--- config.mk ---
export PLATFORM = sky130hd
export DESIGN_NAME = fpga_cfg_loader
export DESIGN_NICKNAME = d
export VERILOG_FILES = /design/src/rtl/fpga_cfg_loader.sv
export SDC_FILE = /design/constraint.sdc
export NUM_CORES = 1
export LEC_CHECK = 0
export ABC_AREA = 1
export CAP_MARGIN = 25
export CORE_ASPECT_RATIO = 0.6
export CORE_MARGIN = 1.5
export CORE_UTILIZATION = 52
export CTS_CLUSTER_SIZE = 12
export DETAILED_ROUTE_END_ITERATION = 16
export PLACE_DENSITY = 0.93
export REMOVE_ABC_BUFFERS = 1
export SLEW_MARGIN = 20
export SYNTH_ARGS = -nofsm -noshare
export SYNTH_HDL_FRONTEND = slang
export SYNTH_SLANG_ARGS = --single-unit
--- constraint.sdc ---
create_clock -name clk -period 2.2 [get_ports clk]
set_input_delay 0.44 -clock clk [delete_from_list [all_inputs] [get_ports clk]]
set_output_delay 0.44 -clock clk [all_outputs]
set_load 0.1 [all_outputs]
--- src/rtl/fpga_cfg_loader.sv ---
// fpga_cfg_loader: DATA_W-bit beat loader into a CHAIN_LEN-bit config chain.
// Define CFG_CRC_EN to add a CRC-8 (poly 0x07) trailer check after the payload.
module fpga_cfg_loader #(
  parameter int DATA_W    = 4,
  parameter int CHAIN_LEN = 256
) (
  input  logic                 clk,
  input  logic                 rst_n,
  input  logic                 ena,
  input  logic                 cfg_start,
  input  logic [DATA_W-1:0]    cfg_data,
  input  logic                 cfg_valid,
  output logic                 cfg_ready,
  output logic [CHAIN_LEN-1:0] cfg_bits,
  output logic                 cfg_busy,
  output logic                 cfg_done,
  output logic                 cfg_err
);
  localparam int BEATS = CHAIN_LEN / DATA_W;
  localparam int CNT_W = $clog2(BEATS + 1);
`ifdef CFG_CRC_EN
  typedef enum logic [2:0] {IDLE, LOAD, CRC, DONE, ERR} state_t;
`else
  typedef enum logic [2:0] {IDLE, LOAD, DONE, ERR} state_t;
`endif
  state_t           state;
  logic [CNT_W-1:0] cnt;
  logic             acc;
  logic             last;
`ifdef CFG_CRC_EN
  logic [7:0] crc;
  logic [7:0] trl;
  logic [7:0] trl_n;
  logic [3:0] tcnt;
  logic       tlast;
  function automatic logic [7:0] crc_step(input logic [7:0] c, input logic [DATA_W-1:0] d);
    logic [7:0] r;
    r = c;
    for (int i = DATA_W - 1; i >= 0; i--) r = {r[6:0], 1'b0} ^ ((r[7] ^ d[i]) ? 8'h07 : 8'h00);
    return r;
  endfunction
  assign cfg_busy = (state == LOAD) | (state == CRC);
  assign trl_n    = 8'({trl, cfg_data});
  assign tlast    = tcnt == 4'(8 / DATA_W - 1);
`else
  assign cfg_busy = state == LOAD;
  assign cfg_err  = 1'b0;
`endif
  assign cfg_ready = ena & cfg_busy;
  // a start pulse in the same cycle as a beat discards the beat
  assign acc  = cfg_valid & cfg_ready & ~cfg_start;
  assign last = cnt == CNT_W'(BEATS - 1);
  always_ff @(posedge clk or negedge rst_n) begin
    if (!rst_n) begin
      state    <= IDLE;
      cfg_bits <= '0;
      cnt      <= '0;
      cfg_done <= 1'b0;
`ifdef CFG_CRC_EN
      crc      <= 8'h00;
      trl      <= 8'h00;
      tcnt     <= 4'd0;
      cfg_err  <= 1'b0;
`endif
    end else if (ena && cfg_start) begin
      state    <= LOAD;
      cnt      <= '0;
      cfg_done <= 1'b0;
`ifdef CFG_CRC_EN
      crc      <= 8'h00;
      tcnt     <= 4'd0;
      cfg_err  <= 1'b0;
`endif
    end else if (acc && state == LOAD) begin
      cfg_bits <= CHAIN_LEN'({cfg_bits, cfg_data});
      cnt      <= last ? '0 : cnt + CNT_W'(1);
`ifdef CFG_CRC_EN
      crc      <= crc_step(crc, cfg_data);
      if (last) state <= CRC;
`else
      if (last) begin
        state    <= DONE;
        cfg_done <= 1'b1;
      end
`endif
    end
`ifdef CFG_CRC_EN
    else if (acc && state == CRC) begin
      trl  <= trl_n;
      tcnt <= tcnt + 4'd1;
      if (tlast) begin
        state    <= (trl_n == crc) ? DONE : ERR;
        cfg_done <= trl_n == crc;
        cfg_err  <= trl_n != crc;
      end
    end
`endif
  end
endmodule

### After elaboration in Yosys (flattened, before gate mapping)

Index checks and enable logic that the tools add are counted.

| operators by class | value |
|---|---|
| add/sub/neg operators | 1 |
| equality and inequality tests | 2 |
| multiplexer cells | 9 |
| bitwise logic cells | 5 |
| reduce and logical (&&, ||, !) cells | 6 |

Operators by type and width:

| kind | number |
|---|---|
| $mux W7 | 3 |
| $mux W3 | 3 |
| $add A7 B1 Y7 const B | 1 |
| $eq A7 B6 Y1 const B | 1 |
| $reduce_and A2 Y1 | 2 |
| $reduce_bool A2 Y1 | 2 |
| $and A1 B1 Y1 | 3 |
| $eq A3 B1 Y1 const B | 1 |
| $mux W1 | 3 |
| $logic_and A1 B1 Y1 | 2 |
| $not A1 Y1 | 2 |

| storage, ports and cells | value |
|---|---|
| register bits after elaboration | 267 |
| input port bits | 9 |
| output and inout port bits | 260 |
| word-level logic and storage cells | 27 |

### Depth between registers and ports, before layout

| depth | value |
|---|---|
| word-level depth | 7 |
| gate-level depth with buffers | 8 |

### Worst setup path after synthesis

No wires, ideal clock.

| timing path | value |
|---|---|
| path kind | register to output |
| start | register state[1] |
| end | output cfg_busy |
| arrival | 2.167 ns |
| required time | 1.760 ns |
| slack | -0.407 ns |
| cell stages (with the launch flop) | 2 |
| cell sequence | dfrtp_1 > nor2_1 |

| on the way | value |
|---|---|
| word-level cells in the longest chain between the ends | 1 |

RTL lines:

| element | line | RTL |
|---|---|---|
| start, declared | 26 | `state_t state;` |
| start signal, assigned | 55 | `state <= IDLE;` |
| start signal, assigned | 66 | `state <= LOAD;` |
| start signal, assigned | 82 | `state <= DONE;` |
| $eq A3 B1 Y1 | 46 | `assign cfg_busy = state == LOAD;` |
| end, declared | 15 | `output logic cfg_busy,` |

No other way between the ends.

### Worst setup path in the final report

| timing path | value |
|---|---|
| start | register state[1] |
| end | output cfg_ready |

| on the way | value |
|---|---|
| word-level cells in the longest chain between the ends | 2 |

RTL lines:

| element | line | RTL |
|---|---|---|
| $eq A3 B1 Y1 | 46 |  |
| $and A1 B1 Y1 | 49 | `assign cfg_ready = ena & cfg_busy;` |
| end, declared | 13 | `output logic cfg_ready,` |

No other way between the ends.

==> run_results.csv <==
group,metric,value,unit
placement,portBuffers,267,
global_routing,grt-ovfl-total,0,
setup_path,cp-start-kind,"flip-flop",
timing,finalHoldViolCount,0,
timing,tightestPinTransition,0.535,ns
placement,dp_cells,1498,
finish,multi_input_area,2500,um2
timing,report.final.slew_viol_count,0,
timing,period_minus_slack,1.86,ns
drt,avgRoutedWirePerCell,16.2,um
timing,rsz0062_at_grt,"false",
setup_path,worst-setup-path-type,"reg -> out",
finish,final_cells,1530,
clock_tree,htree_levels,1,
drt,dr.pass1.iters,5,
drt,vias,7922,
synthesis,synth_top_cell_area_share,66.0,%
drt,drtIter0Drc,571,
finish,syn_to_final_growth,29.3,%
finish,drive_gt1_share,24.4,%
die,die_x,183,um
synthesis,synth_top_family_by_area,"compound AO/OA/AOI/OAI gates",
placement,gp_congestion,0.839,
synthesis,yosysWarnings,0,
clock_tree,clk_path_buf_depth,3,
setup_path,required,1.76,ns
die,io-pin-count,269,
finish,n_fill_cell,1346,
setup_path,endpoint_kind,"output port",
synthesis,yosysUniqueCellTypes,22,
global_routing,grt_pass1_wl,40100,um
die,die_h,111,um
hold_path,min_path_type,"in -> async",
flow_run,cap_violations,0,
synthesis,ys_seq_area_share,66.0,%
timing,finalCritPeriodShare,84.4,%
drt,vias_per_cell,5.18,
die,fp.dieArea,20200,um2
drt,drc_errors,0,
synthesis,syn_avg_cell_area,9.83,um2
synthesis,synth_xor_area_share,0.174,%
clock_tree,clkTransAtPathRegs,0.06,ns
global_routing,grt_pass1_vias,7847,
clock_tree,cts_setup_buffers,0,
finish,diodes,0,
synthesis,synthesis.instances,1023,
placement,dpl.hpwl,17000,um
timing,clock_skew,0.00672,ns
synthesis,synth_top_cells_by_area,"dfrtp_1 (66%), o21ai_0 (12%), nand2_1 (10%)",
clock_tree,cts_sinks,265,
drt,wl,24800,um
synthesis,yosys.area_share.simple,11.3,%
clock_tree,cts_resized,0,
global_routing,grt_max_degree,98,
clock_tree,clk_latency,0.52,ns
die,core_area,19000,um2
status,status,"completed",
global_routing,track_usage,24.7,%
die,initial_core_util,53.0,%
timing,fin_tns_setup,0,ns
synthesis,ys_ff_latch,265,
clock_tree,clock-root-buffer,"clkbuf_16",
drt,ant_nets,0,
finish,register_area,6630,um2
global_routing,antenna_found_initial,0,
synthesis,synthAdderAreaFrac,0.124,%
timing,max_freq,539,MHz
timing,slew_headroom,64.3,%
setup_path,crit_fanout,4,
finish,nNetsFinal,1291,
synthesis,netlist_area,10100,um2
timing,setup_viol_count_final,0,
synthesis,synthMuxAreaShare,0,%
setup_path,cp.arrival,1.42,ns
clock_tree,cts_tree,"built",
clock_tree,cts_inserted_buffers,26,
die,std_cell_rows,39,
synthesis,synth_compound_area_share,13.2,%
synthesis,yosys.area.top_type,"dfrtp_1",
[final timing paths]
| path | to | from | slack (ns) | cells after the start |
|---|---|---|---|---|
| max in group asynchronous | cfg_bits[59] | rst_n | 1.00 | 3 |
| setup reg to reg | cfg_bits[67] | state[1] | 0.62 | 8 |
| hold / removal | cfg_bits[192] | rst_n | 0.48 | 2 |
| hold reg to reg | cfg_bits[255] | cfg_bits[255] | 0.48 | 2 |
| min in group clk | cfg_bits[255] | cfg_bits[255] | 0.48 | 2 |
| setup / recovery | cfg_ready | state[1] | 0.34 | 4 |
[kinds of logic (layout without fill, tap and decap cells)]
family          count (synthesis)  in the layout
simple gates                  295            295
flops                         265            265
compound gates                262            262
buf+inv                       197            458
xor+xnor                        2              2
fa+ha+maj                       1              1
other cells                     1              1
[metal layers]
| layer | routed length, um | vias up | GRT usage, % |
|---|---|---|---|
| met5 | 0 | - | 0 |
| met2 | 11500 | 300 | 39.7 |
| met3 | 2360 | 29 | 7.82 |
| li1 | - | 3704 | - |
| met4 | 350 | 0 | 4.85 |
| met1 | 10500 | 3889 | 33.4 |
[timing repair]
action                     CTS  global route
hold buffers                 1             0
hold endpoints to repair    58             0
setup endpoints to repair    0             0
[worst max-delay path, cell delays in order, from the launching register on]
cell     delay, ns
dfrtp_1       0.41
inv_1         0.09
nand3_2       0.11
inv_1         0.12
buf_12        0.18
[sequential cells by signal (all words and copies together) (netlist names)]
| signal | flops |
|---|---|
| cfg_bits | 256 |
| cnt | 7 |
| state | 2 |
[cell usage in the layout (no fill, tap or decap)]
cell type,instances
o21bai_1,3
buf_12,11
clkbuf_16,27
nand4_1,4
buf_8,1
clkdlybuf4s50_1,7
o21ai_0,249
nand2_1,277
clkbuf_1,2
o21ai_1,9
inv_6,2
nand3_1,6
a211oi_2,1
conb_1,1
nand3_2,1
xor2_1,2
buf_4,268
ha_1,1
inv_1,138
clkbuf_8,1
nor2_4,1
dlygate4sd3_1,1
dfrtp_1,265
nor2_1,6
[metrics by stage]
stage               utilization (%)  worst slack [ns]  area, um2  hold slack (ns)
detailed placement             64.7             0.139      12300            0.437
global placement               64.7             0.254      12300            0.432
finish                         68.5             0.344      13000            0.480
CTS                            68.5             0.325      13000            0.478
global route                   68.5             0.257      13000            0.491
floorplan                         -             -4.21       9650            0.144
[synthesized netlist by cell type]
cell type	n
nand3_2	1
a211oi_2	1
buf_4	2
xor2_1	2
dfrtp_1	265
o21ai_1	9
inv_1	138
o21bai_1	3
ha_1	1
o21ai_0	249
clkbuf_1	10
nor2_1	6
nand4_1	4
buf_2	19
clkbuf_2	9
buf_8	2
nand3_1	6
nor2_4	1
nand2_1	277
conb_1	1
buf_6	16
inv_2	1
[final cells by class]
cell class / count / share of cell area [%]
flip-flops and latches: 265 / 51.0
multi-input cells: 561 / 19.2
repair buffers: 288 / 17.9
clock buffers: 30 / 5.36
inverters: 139 / 4.05
well taps: 246 / 2.37
clock inverters: 1 / 0.0674
Power is left out: the tool's default activity adds up to more than one toggle a clock period on the data nets, which glitch-free logic cannot reach.
